## src/rtl/decoder_seq_if.sv

```systemverilog
// -----------------------------------------------------------------------------
// decoder_seq_if
// Purpose : bundles the select/enable inputs, the sweep request and the
//           registered decoder outputs of decoder_seq into one port.
// Signals :
//   in          [N-1:0]     line select used by normal decode
//   en                      decode enable used by normal decode
//   sweep_start             request a full one-hot sweep (honoured in IDLE)
//   out         [OUTS-1:0]  registered one-hot (or all-zero) select
//   busy                    high while a sweep is running
//   done                    one-cycle pulse while the last line is driven
//   err                     sticky ignored-start flag
//                           (only when DECODER_SEQ_ERR_EN is defined)
// Modports: master drives in/en/sweep_start, slave (the decoder) drives the rest.
// -----------------------------------------------------------------------------
interface decoder_seq_if #(
  parameter int N = 2
);
  localparam int OUTS = 2 ** N;

  logic [N-1:0]    in;
  logic            en;
  logic            sweep_start;
  logic [OUTS-1:0] out;
  logic            busy;
  logic            done;
`ifdef DECODER_SEQ_ERR_EN
  logic            err;

  modport master (output in, en, sweep_start, input out, busy, done, err);
  modport slave  (input in, en, sweep_start, output out, busy, done, err);
`else
  modport master (output in, en, sweep_start, input out, busy, done);
  modport slave  (input in, en, sweep_start, output out, busy, done);
`endif
endinterface

```

## src/rtl/decoder_seq.sv

```systemverilog
// -----------------------------------------------------------------------------
// decoder_seq
// Purpose : registered N-to-2^N one-hot decoder with enable, plus a sweep
//           sequencer that walks the one-hot output across every line, one
//           line per cycle, to initialise or scrub a downstream bank.
// Ports   :
//   clk       single clock, all state changes on its rising edge
//   reset_n   asynchronous active-low reset
//   io_bus    decoder_seq_if.slave (in, en, sweep_start -> out, busy, done[, err])
// Parameters:
//   N     select width, legal 1..6
//   OUTS  output count, derived as 2**N, not to be overridden
// Optional feature:
//   DECODER_SEQ_ERR_EN  when defined, adds the sticky err flag that records a
//                       sweep_start seen while a sweep is already running.
// -----------------------------------------------------------------------------
module decoder_seq #(
  parameter int N    = 2,
  parameter int OUTS = 2 ** N
) (
  input  logic          clk,
  input  logic          reset_n,
  decoder_seq_if.slave  io_bus
);

  typedef enum logic {
    S_IDLE  = 1'b0,
    S_SWEEP = 1'b1
  } state_t;

  state_t          r_state, w_state_next;
  logic [N-1:0]    r_idx, w_idx_next, w_idx_inc;
  logic [OUTS-1:0] r_out, w_out_next;
  logic            r_busy, w_busy_next;
  logic            r_done, w_done_next;
  logic            w_last;

  assign w_idx_inc = r_idx + 1'b1;
  // The line currently on out is the final one; the coming edge ends the sweep.
  assign w_last    = (r_state == S_SWEEP) && (r_idx == N'(OUTS - 1));

  always_comb begin
    w_state_next = r_state;
    w_idx_next   = r_idx;
    w_out_next   = r_out;
    w_busy_next  = r_busy;
    w_done_next  = 1'b0;

    if (r_state == S_SWEEP && !w_last) begin
      // Mid-sweep: advance one line; sweep_start, in and en are ignored.
      w_idx_next  = w_idx_inc;
      w_out_next  = OUTS'(1) << w_idx_inc;
      w_busy_next = 1'b1;
      w_done_next = (w_idx_inc == N'(OUTS - 1));
    end else if (io_bus.sweep_start) begin
      // Idle, or the terminal edge of a sweep: a held request starts the next
      // sweep immediately so line 0 follows the last line with no gap.
      w_state_next = S_SWEEP;
      w_idx_next   = '0;
      w_out_next   = OUTS'(1);
      w_busy_next  = 1'b1;
    end else begin
      w_state_next = S_IDLE;
      w_idx_next   = '0;
      w_out_next   = io_bus.en ? (OUTS'(1) << io_bus.in) : '0;
      w_busy_next  = 1'b0;
    end
  end

  always_ff @(posedge clk or negedge reset_n) begin
    if (!reset_n) begin
      r_state <= S_IDLE;
      r_idx   <= '0;
      r_out   <= '0;
      r_busy  <= 1'b0;
      r_done  <= 1'b0;
    end else begin
      r_state <= w_state_next;
      r_idx   <= w_idx_next;
      r_out   <= w_out_next;
      r_busy  <= w_busy_next;
      r_done  <= w_done_next;
    end
  end

  assign io_bus.out  = r_out;
  assign io_bus.busy = r_busy;
  assign io_bus.done = r_done;

`ifdef DECODER_SEQ_ERR_EN
  logic r_err;

  // Any request arriving while sweeping (the done cycle included) is recorded
  // until the next reset.
  always_ff @(posedge clk or negedge reset_n) begin
    if (!reset_n) begin
      r_err <= 1'b0;
    end else if (r_state == S_SWEEP && io_bus.sweep_start) begin
      r_err <= 1'b1;
    end
  end

  assign io_bus.err = r_err;
`endif

endmodule

```

## src/flat_wrapper.sv

```systemverilog
// flat-port wrapper written by rule: the top's interface ports become plain ports
module decoder_seq_flat 
#(
  parameter int N    = 2,
  parameter int OUTS = 2 ** N
)
  (clk, reset_n, io_bus_in, io_bus_en, io_bus_sweep_start, io_bus_out, io_bus_busy, io_bus_done);
  decoder_seq_if #(.N(N)) io_bus_i ();
  input  logic clk;
  input  logic reset_n;
  input wire logic [$bits(io_bus_i.in)-1:0] io_bus_in;
  input wire logic [$bits(io_bus_i.en)-1:0] io_bus_en;
  input wire logic [$bits(io_bus_i.sweep_start)-1:0] io_bus_sweep_start;
  output wire logic [$bits(io_bus_i.out)-1:0] io_bus_out;
  output wire logic [$bits(io_bus_i.busy)-1:0] io_bus_busy;
  output wire logic [$bits(io_bus_i.done)-1:0] io_bus_done;
  assign io_bus_i.in = io_bus_in;
  assign io_bus_i.en = io_bus_en;
  assign io_bus_i.sweep_start = io_bus_sweep_start;
  assign io_bus_out = io_bus_i.out;
  assign io_bus_busy = io_bus_i.busy;
  assign io_bus_done = io_bus_i.done;
  decoder_seq #(.N(N), .OUTS(OUTS)) u_core (.clk(clk), .reset_n(reset_n), .io_bus(io_bus_i));
endmodule
```

## config.mk

```make
export PLATFORM = sky130hd
export DESIGN_NAME = decoder_seq_flat
export DESIGN_NICKNAME = d
export VERILOG_FILES = /design/src/rtl/decoder_seq_if.sv /design/src/rtl/decoder_seq.sv /design/src/flat_wrapper.sv
export SDC_FILE = /design/constraint.sdc
export NUM_CORES = 1
export LEC_CHECK = 0
export BUFFER_PORTS_ARGS = -buffer_cell sky130_fd_sc_hd__buf_4
export CAP_MARGIN = 10
export CELL_PAD_IN_SITES_DETAIL_PLACEMENT = 1
export CELL_PAD_IN_SITES_GLOBAL_PLACEMENT = 1
export CORE_AREA = 2 2 39 41
export CTS_BUF_LIST = sky130_fd_sc_hd__clkbuf_16
export CTS_CLUSTER_SIZE = 12
export DETAILED_ROUTE_END_ITERATION = 7
export DIE_AREA = 0 0 41 43
export GPL_TIMING_DRIVEN = 0
export PLACE_DENSITY = 0.75
export SLEW_MARGIN = 20
export SYNTH_ARGS = -nofsm -noshare
export SYNTH_HDL_FRONTEND = slang
export SYNTH_SLANG_ARGS = --single-unit
```

## constraint.sdc

```tcl
create_clock -name clk -period 3.25 [get_ports clk]
set_input_delay 0.325 -clock clk [delete_from_list [all_inputs] [get_ports clk]]
set_output_delay 0.325 -clock clk [all_outputs]
set_load 0.02 [all_outputs]
```

---- Word-level counts from Yosys, hierarchy flattened ----
Index checks and enable logic that the tools add are counted.
word-level totals
  flip-flop bits (word level) ............. 9
  output and inout port bits .............. 6
cells by class
  $add $sub $neg .......................... 1
  equal/unequal tests ..................... 2
  shift-type cells ........................ 2
  mux-type cells .......................... 7
  reduce and logical (&&, ||, !) cells .... 3
operators with widths
  kind                                             count
  two-way mux 4 bit                                3
  left shift 1 x 2 -> 4 bit, first input constant  2
  == test 2 bit, second input constant             2
  two-way mux 1 bit                                3
  adder 2 x 1 -> 2 bit, second input constant      1
  logical AND 1 bit                                2
  two-way mux 2 bit                                1
  zero test 1 bit                                  1

---- Logic depth before layout (Yosys ltp) ----
Gate-level depths: netlist of the first run.
  depth after elaboration ................. 5
  depth in mapped cells ................... 4
  gate-level depth less buffers ........... 4

---- Least setup slack after synthesis of the first run ----
OpenSTA, ideal clock, no wires.
  kind .................................... register -> register
  start point ............................. register u_core.r_idx[0]
  end point ............................... register u_core.r_out[1], in the netlist u_core.io_bus.out[1]
  arrival ................................. 1.120 ns
  data required time ...................... 3.125 ns
  path slack .............................. 2.005 ns
  stages on the path, launching flop included .. 5
  buffers on the path ..................... 1
  cell sequence ........................... dfrtp_1 -> ha_1 -> nor2b_4 -> buf_6 -> mux2_4
on the way
  longest elaborated chain between the ends .. 5
  elaborated cells on any way between the ends .. 7
  classes of those cells .................. add/sub: 1; eq/ne: 1; shift: 1; mux: 1; reduce/logical: 3
RTL lines
  item                                                                          line               source
  from (decl)                                                                   decoder_seq.sv:32  logic [N-1:0] r_idx, w_idx_next, w_idx_inc;
  from (signal assigned)                                                        decoder_seq.sv:79  r_idx <= w_idx_next;
  parallel branches: the longest is 4 deep, another holds adder 2 x 1 -> 2 bit  -
  two-way mux 4 bit *                                                           decoder_seq.sv:49  if (r_state == S_SWEEP && !w_last) begin
  named net u_core.w_out_next[1]                                                decoder_seq.sv:33  logic [OUTS-1:0] r_out, w_out_next;
  to (signal assigned)                                                          decoder_seq.sv:80  r_out <= w_out_next;
  to (decl)                                                                     decoder_seq.sv:33
Mark *: on every way through the listed nets, which the timed path passes.
A chain may end at the register's enable or synchronous reset.

---- Final worst setup path of the first run ----
Ends and elaborated chain as after synthesis.

==> metrics, run 1 <==
CTS buffer count=3; global-route wire length before repair=1.407 mm; Mapped Cells=33; Mapped Avg Cell Area=12.85 µm²; RSZ-0062 raised after global routing=false; PostCTS Resize Cnt=0; Max Cap Viol=0; Synth cell types=13; dominant cell type by area after synthesis=dfrtp_1; DIE HEIGHT=43 µm; All-Layer GR Usage=13.08%; Util after Layout=between 40% and 50%; min Tclk post-route=1.298 ns; HP Class=primary input to flop; Slew HR=a little over four fifths; Finished Cell Area=615.6 µm²; CP required=3.37 ns; Worst Hold Path EP=u_core.io_bus.out[2]$_DFF_PN0_; CP Max Fanout=8; routed vias=285; #FFs+latches synth=9; row count=14; die area=1763 µm²; R2R setup slack=1.95 ns; Final Cycle Share=39.94%; status=finished clean; peak supply drop=0.4069 mV; Core Region=1384 µm²; share of the synthesized area in the top cell type=53.10%; Critical R2R Capture=u_core.io_bus.out[1]$_DFF_PN0_; num ports=12; drt pass-1 iters=2; skew final=0.001324 ns; WP data arrival=roughly 1.4 ns; crit end category=flop; CTS tree=yes; HP Start=io_bus_in[0]; DIE WIDTH=41 µm; largest net degree at the start of global routing=10; Root Driver=clkbuf_16; # setup viols final=0; total wire length=~850 µm; Least-Margin Pin Slew=0.2366 ns; sequential fraction of the synthesis area=between 50% and 60%; IO Port Bufs=11; CP Launch Type=flop; Reg clk slew, reported paths=0.04 ns; Pwr Density=1014 nW/µm²; antenna diode count=0; Ys Warns=0; GRT Residual Overflow=0; vias in the first global route=322; per-cell routed wire length=13.12 µm; hold_ws=0.3019 ns; Final TNS setup=0 ns; Clock H-tree levels=1; Iter 0 DRT Violations=3; Final Hold Viols=0; P&R area growth vs syn=45.13%; FF-to-FF Start=u_core.r_idx[0]$_DFF_PN0_; Placed Area=about 530 µm²; Hold Path Cell Cnt=2; Power Total=624.5 µW; number of remaining DRC errors=0; share of layout cells above drive strength 1=36.73%; Slew Viols, Final=0; Pleak=0.0003190 µW; main area contributors after synthesis=dfrtp_1, ha_1, nand3b_1, inv_1, mux2_4; nets@finish=60; CP Class=flop to flop; worst-case clock buffer depth=2; Routed Antenna Nets=0; Clock Sinks=9; Starting Density=30.65%; mapped cell area=424.2 µm²; max frequency=0.7704 GHz; initial antenna violation count=0; global placer's final weighted congestion=0.6629; Synth Net Count=43; Skew-Pair Late Insertion Delay=0.23 ns; vias per inst=~4.4; Reg2Reg Depth=4
[cell usage in the layout (no fill, tap or decap)]
cell type,count
buf_6,1
a21oi_2,1
o31ai_1,2
nor2b_4,1
clkbuf_16,3
nand3b_1,3
nor4bb_1,1
buf_4,11
ha_1,4
mux2_4,1
or3b_1,1
dfrtp_1,9
or2_1,2
dlygate4sd3_1,1
and2_1,2
inv_1,6
[where the power goes]
part | total, µW | switching [µW] | internal, µW
clock | 213 | 52.7 | 161
combinational | 231 | 115 | 115
sequential | 181 | 21.6 | 159
[synth_stat cells]
library cell and count:
dfrtp_1 9, inv_1 5, ha_1 4, nand3b_1 3, and2_1 2, o31ai_1 2, or2_1 2, a21oi_2 1
buf_6 1, mux2_4 1, nor2b_4 1, nor4bb_1 1, or3b_1 1
[worst max path at each step]
| stage | startpoint | end | cells past startpoint |
|---|---|---|---|
| after floorplan | u_core.r_idx[0]$_DFF_PN0_ | u_core.io_bus.out[1]$_DFF_PN0_ | 4 |
| after global placement | u_core.r_idx[0]$_DFF_PN0_ | u_core.io_bus.out[1]$_DFF_PN0_ | 4 |
| after detailed placement | u_core.r_idx[0]$_DFF_PN0_ | u_core.io_bus.out[1]$_DFF_PN0_ | 4 |
| after CTS | u_core.r_idx[0]$_DFF_PN0_ | u_core.io_bus.out[1]$_DFF_PN0_ | 4 |
| after global routing | u_core.r_idx[0]$_DFF_PN0_ | u_core.io_bus.out[1]$_DFF_PN0_ | 4 |
| final | u_core.r_idx[0]$_DFF_PN0_ | u_core.io_bus.out[1]$_DFF_PN0_ | 4 |
[per-stage QoR]
stage,setup WS (ns),instances
after floorplan,2.005,33
after global placement,1.961,60
after detailed placement,1.945,60
after CTS,1.941,65
after global routing,1.898,65
final,1.952,65
[what timing repair did]
item	CTS	global route
hold endpoints to repair	9	0
buffers inserted	0	0
hold buffers	1	0
[layer usage]
metal  wire, µm  vias to the layer above  GRT usage, %
met1        313                      137         13.92
met4         14                        0         10.00
met2        479                        9         19.69
met5          0                        -             0
li1           -                      137             -
met3         44                        2         4.712
[logic make-up after synthesis]
kind of cell,Yosys count,share of synthesized area (%)
flip-flops,9,53.10
buffers and inverters,6,7.080
AND/OR/NAND/NOR,10,18.88
adder cells (fa/ha/maj),4,11.80
multiplexers,1,3.539
AO/OA/AOI/OAI,3,5.604
[final cells by class]
cell class	instances	area (µm²)
Clock buffer	3	75.07
Buffer	1	11.26
Inverter	5	18.77
Timing Repair Buffer	12	92.59
Tap cell	16	20.02
Clock inverter	1	3.754
Multi-Input combinational cell	18	168.9
Sequential cell	9	225.2
Fill cell	145	768.2
[sequential cells by signal, summed over array words and instances, names as in the netlist]
signal	cells
u_core.r_state	1
u_core.io_bus.out	4
u_core.io_bus.done	1
u_core.io_bus.busy	1
u_core.r_idx	2
[worst max-delay path: stages (launching register included)]
cell and delay (ns):
dfrtp_1 0.39, ha_1 0.25, nor2b_4 0.12, buf_6 0.13, mux2_4 0.29
Note: power is estimated with default switching activity, not from simulation.
==> run 2, diff against run 1 <==
- PLACE_DENSITY: 0.75 -> 0.78
- clock period: 3.25 -> 1.04 ns (I/O delays scaled with it)
==> run 2 against run 1 <==
Against the previous run: final area is 7.7% higher; largest cell class unchanged; highest routed layer unchanged; critical endpoint unchanged; the flow now finishes with violations (negative setup slack); wire length grew 21%; clock skew fell by 0.00081 ns; fmax rose by 11%.
==> metrics, run 2 (synthesis results as in run 1) <==
die area=1763 µm² (unchanged); Slowest cell on crit path=dfrtp_2 (was dfrtp_1); Final TNS setup=-0.6847 ns (was 0 ns); Reg clk slew, reported paths=0.04 ns (about the same); CP Max Fanout=3 (was 8); vias in the first global route=352 (was 322); commonest non-fill, non-tap cells in the layout=buf_4, dfrtp_1, inv_1 (was buf_4, dfrtp_1, inv_1, ha_1); Crit path largest cell delay=0.43 ns (was 0.39 ns); global-route wire length before repair=1.642 mm (was 1.407 mm); Skew-Pair Late Insertion Delay=0.23 ns (about the same); CP Class=flop to flop (unchanged); skew final=0.0005143 ns (was 0.001324 ns); num ports=12 (unchanged); All-Layer GR Usage=15.05% (was 13.08%); Root Driver=clkbuf_16 (unchanged); row count=14 (unchanged); status=finished, violations left (was finished clean); HP Class=primary input to flop (unchanged); WP data arrival=1.28 ns (was 1.41 ns); GRT Residual Overflow=0 (unchanged); FILL cells=138 (was 145); Seq. cell area=226.5 µm² (was 225.2 µm²); peak supply drop=0.9436 mV (was 0.4069 mV); Slew Viols, Final=0 (unchanged); largest net degree at the start of global routing=10 (unchanged); CTS buffer count=3 (unchanged); P&R area growth vs syn=56.34% (was 45.13%); Starting Density=30.65% (unchanged); crit end category=flop (unchanged); CP Launch Type=flop (unchanged); min Tclk post-route=1.165 ns (was 1.298 ns); nets@finish=62 (was 60); vias per inst=4.597 (was 4.385); CTS tree=yes (unchanged); Routed Antenna Nets=0 (unchanged); number of remaining DRC errors=0 (unchanged); worst-case clock buffer depth=2 (unchanged); DIE WIDTH=41 µm (unchanged); antenna diode count=0 (unchanged); failing checks=negative setup slack; per-cell routed wire length=15.34 µm (was 13.12 µm); Pleak=0.0003312 µW (was 0.0003190 µW); area of the multi-input gates=200.2 µm² (was 168.9 µm²); CP required=1.15 ns (was 3.37 ns); global placer's final weighted congestion=0.6396 (was 0.6629); max reg flops=4 (unchanged); most common cell after layout, fill and taps aside=buf_4 (unchanged); drt pass-1 iters=2 (unchanged); CP top delay family=flip-flops (unchanged); post-route setup slack=-0.1249 ns (was 1.952 ns); Iter 0 DRT Violations=1 (was 3); IO Port Bufs=11 (unchanged); crit-path cells=ha_4, nor2b_4, mux2_4 (was ha_1, nor2b_4, buf_6, mux2_4); max frequency=0.8584 GHz (was 0.7704 GHz); initial antenna violation count=0 (unchanged); routed vias=308 (was 285); Least-Margin Pin Slew=0.2591 ns (was 0.2366 ns); WP buf/inv=0 (was 1); Slew HR=82.67% (was 84.01%); Final Hold Viols=0 (unchanged); Final Cycle Share=112.0% (was 39.94%); Clock H-tree levels=1 (unchanged); total wire length=1.028 mm (was 853 µm); DIE HEIGHT=43 µm (unchanged); RSZ-0062 raised after global routing=true (was false); Max Cap Viol=0 (unchanged); Clock Sinks=9 (unchanged); Util after Layout=47.92% (was 44.48%); # setup viols final=9 (was 0); Core Region=1384 µm² (unchanged); share of layout cells above drive strength 1=47.06% (was 36.73%); Pwr Density=3200 nW/µm² (was 1014 nW/µm²)
run 2: changes by cell type in the layout (fill, tap and decap cells not counted):
cell     previous run  this run
ha_1                4         3
dfrtp_1             9         8
o31ai_4             0         1
ha_4                0         1
buf_4              11        13
dfrtp_2             0         1
o31ai_1             2         0
o31ai_2             0         1
run 2: worst paths after layout:
check | start | to | slack [ns] | depth (start not counted)
worst max-delay path | u_core.r_idx[0]$_DFF_PN0_ | u_core.io_bus.out[1]$_DFF_PN0_ | -0.12 | 3
worst min-delay path | io_bus_in[0] | u_core.io_bus.out[2]$_DFF_PN0_ | 0.08 | 2
worst max register to register | u_core.r_idx[0]$_DFF_PN0_ | u_core.io_bus.out[1]$_DFF_PN0_ | -0.12 | 3
worst min register to register | u_core.r_state$_DFFE_PN0N_ | u_core.io_bus.out[2]$_DFF_PN0_ | 0.61 | 2
max in group asynchronous | reset_n | u_core.r_idx[0]$_DFF_PN0_ | 0.65 | 2
min in group asynchronous | reset_n | u_core.r_idx[1]$_DFF_PN0_ | 0.24 | 2
run 2: area by class of cell:
type	count	area share (%)
Clock buffer	3	11.32
Clock inverter	1	0.5660
Inverter	5	2.830
Multi-Input combinational cell	18	30.19
Sequential cell	9	34.15
Tap cell	16	3.019
Timing Repair Buffer	15	17.92
run 2: timing repair:
item                                   4_1_cts  5_1_grt
pin swaps                                    0        1
hold buffers                                 1        0
buffers inserted                             3        0
setup endpoints to repair                    7        9
resized for setup                            4        2
endpoints found under the hold margin        9        0
run 2: worst reg2reg max path: stages (launching register included):
cell and delay (ns):
dfrtp_2 0.43, ha_4 0.18, nor2b_4 0.13, mux2_4 0.31
run 2: metal layers:
layer	global-route usage [%]	vias to the layer above	share of wire [%]
met5	0	-	0
met4	8.000	0	1.7
met3	4.712	2	4.2
met2	23.13	10	52
met1	17.70	154	42
li1	-	142	-
run 2: metrics by stage:
| stage | std cells | total power, µW | hold WS, ns | instance area, µm² | worst slack, ns |
|---|---|---|---|---|---|
| 6_report | 67 | 2122 | 0.08402 | 663.1 | -0.1249 |
| 3_3_place_gp | 60 | 1273 | -0.06813 | 529.3 | -0.2125 |
| 2_1_floorplan | 33 | 1046 | -0.1916 | 426.7 | -0.1647 |
| 4_1_cts | 68 | 2149 | 0.08856 | 669.4 | -0.1766 |
| 5_1_grt | 67 | 2247 | 0.1080 | 663.1 | -0.1670 |
| 3_5_place_dp | 60 | 1306 | -0.06566 | 529.3 | -0.2294 |
run 2: report_power, final:
part / internal (µW) / total [µW] / switching (µW)
sequential: 501 / 586 / 85.4
clock: 502 / 671 / 168
combinational: 433 / 865 / 432
==> run 3, diff against run 2 <==
- RECOVER_POWER: not set -> 50
==> run 3 against run 2 <==
Against the previous run: sequential cell count is the same; fmax is the same; the run still ends with negative setup slack left; clock skew is the same; final area shrank 0.57%; sequential power is essentially flat; register-to-register slack is essentially flat; largest cell class unchanged; global-route usage is the same; hold slack is the same; highest routed layer unchanged; setup slack is the same; combinational power is essentially flat.
==> metrics, run 3 (synthesis results as in run 1) <==
status=finished, violations left (unchanged); failing checks=negative setup slack (unchanged); Least-Margin Pin Slew=0.5118 ns (was 0.2591 ns); Final Hold Viols=0 (unchanged); Finished Cell Area=659.4 µm² (was 663.1 µm²); placed cells=60 (unchanged); WP data arrival=1.28 ns (about the same); Slew HR=65.88% (was 82.67%); die area=1763 µm² (unchanged); Crit path largest cell delay=0.43 ns (about the same); nets@finish=62 (unchanged); number of remaining DRC errors=0 (unchanged); RSZ-0062 raised after global routing=true (unchanged); CP Launch Type=flop (unchanged); # setup viols final=9 (unchanged); global-route wire length before repair=1.642 mm (unchanged); HP Start=io_bus_in[0] (unchanged); drt pass-1 iters=2 (unchanged); Slowest cell on crit path=dfrtp_2 (unchanged); CP required=1.15 ns (about the same); routed vias=307 (was 308); Finished Layout Cells=67 (unchanged); HP Class=primary input to flop (unchanged); DIE WIDTH=41 µm (unchanged); min Tclk post-route=1.165 ns (unchanged); antenna diode count=0 (unchanged); R2R setup slack=-0.12 ns (about the same); Sw Pwr=685.4 µW (was 685.5 µW); Skew-Pair Late Insertion Delay=0.23 ns (about the same); largest net degree at the start of global routing=10 (unchanged); DIE HEIGHT=43 µm (unchanged); total wire length=1.027 mm (was 1.028 mm); Pwr Density=3215 nW/µm² (was 3200 nW/µm²); cell-internal power=1435 µW (was 1436 µW); WP buf/inv=0 (unchanged); max frequency=0.8584 GHz (unchanged); CP Max Fanout=3 (unchanged); P&R area growth vs syn=55.46% (was 56.34%); Placed Area=529.3 µm² (unchanged); pre-CTS setup slack=-0.2294 ns (unchanged); skew final=0.0005143 ns (unchanged); Sw Ratio=32.33% (was 32.30%); vias in the first global route=352 (unchanged); Iter 0 DRT Violations=1 (unchanged); clock power share=31.6% (about the same); vias per inst=4.582 (was 4.597); CP top delay family=flip-flops (unchanged); share of layout cells above drive strength 1=45.10% (was 47.06%); CTS buffer count=3 (unchanged); Slew Viols, Final=0 (unchanged); worst-case clock buffer depth=2 (unchanged); commonest non-fill, non-tap cells in the layout=buf_4, dfrtp_1, inv_1 (unchanged); Power Total=2120 µW (was 2122 µW); combinational power share=40.7% (was 40.8%); peak supply drop=0.9435 mV (was 0.9436 mV); per-cell routed wire length=15.33 µm (was 15.34 µm); Clock Sinks=9 (unchanged); Reg clk slew, reported paths=0.04 ns (about the same); initial antenna violation count=0 (unchanged); post-route setup slack=-0.1249 ns (unchanged); global placer's final weighted congestion=0.6396 (unchanged); GRT Residual Overflow=0 (unchanged); Starting Density=30.65% (unchanged); CTS tree=yes (unchanged); Root Driver=clkbuf_16 (unchanged); crit end category=flop (unchanged); sequential power share=27.6% (about the same); Max Cap Viol=0 (unchanged); Clock H-tree levels=1 (unchanged); Core Region=1384 µm² (unchanged); max reg flops=4 (unchanged); FF-to-FF Start=u_core.r_idx[0]$_DFF_PN0_ (unchanged); CP Class=flop to flop (unchanged); All-Layer GR Usage=15.05% (unchanged); Routed Antenna Nets=0 (unchanged); num ports=12 (unchanged); Pleak=0.0003276 µW (was 0.0003312 µW); row count=14 (unchanged); FILL cells=140 (was 138); IO Port Bufs=11 (unchanged); Final Cycle Share=112.0% (unchanged); Crit. Startpoint=u_core.r_idx[0]$_DFF_PN0_ (unchanged); crit-path cells=ha_4, nor2b_4, mux2_4 (unchanged); most common cell after layout, fill and taps aside=buf_4 (unchanged)
## run 3: cell count changes in the layout (fill, tap and decap cells not counted)
cell      previous run  this run
buf_4               13        12
clkbuf_1             0         1
## run 3: repair_timing
action	in CTS	in global routing
hold buffers	1	0
hold endpoints to repair	9	0
pin swaps	0	1
endpoints found under the setup margin	7	9
gates resized for setup	4	2
setup buffers	3	0
## run 3: layer usage
metal	up-vias	wire length [µm]	global-route usage, %
met5	-	0	0
met4	0	17	8.000
met2	10	539	23.13
li1	142	-	-
met3	2	43	4.712
met1	153	426	17.70
## run 3: power by group through the flow
| stage | logic (µW) | registers, µW | clock network, µW |
|---|---|---|---|
| final | 863 | 586 | 671 |
| after global routing | 942 | 609 | 694 |
| after CTS | 893 | 582 | 674 |
| after detailed placement | 732 | 574 | 0 |
| after global placement | 712 | 561 | 0 |
| after floorplan | 368 | 678 | 0 |
## run 3: final timing paths
check	end	cells past startpoint
setup reg to reg	u_core.io_bus.out[1]$_DFF_PN0_	3
hold / removal	u_core.io_bus.out[2]$_DFF_PN0_	2
setup / recovery	u_core.io_bus.out[1]$_DFF_PN0_	3
hold reg to reg	u_core.io_bus.out[2]$_DFF_PN0_	2
min in group asynchronous	u_core.r_idx[1]$_DFF_PN0_	2
max in group asynchronous	u_core.r_idx[0]$_DFF_PN0_	2
## run 3: cell type report
| cell class | instances | area, µm² | share of cell area, % |
|---|---|---|---|
| tap | 16 | 20.02 | 3.036 |
| multi-input combinational | 18 | 200.2 | 30.36 |
| timing repair buffer | 15 | 115.1 | 17.46 |
| inverter | 5 | 18.77 | 2.846 |
| sequential | 9 | 226.5 | 34.35 |
| clock inverter | 1 | 3.754 | 0.5693 |
| clock buffer | 3 | 75.07 | 11.39 |
## run 3: metrics by stage
step	util [%]	hold WS [ns]	setup TNS [ns]
final	47.65	0.08402	-0.6847
after global routing	47.65	0.1080	-1.160
after CTS	48.37	0.08856	-1.087
after detailed placement	38.25	-0.06566	-0.3946
after global placement	38.25	-0.06813	-0.2392
after floorplan	-	-0.1916	-0.1647
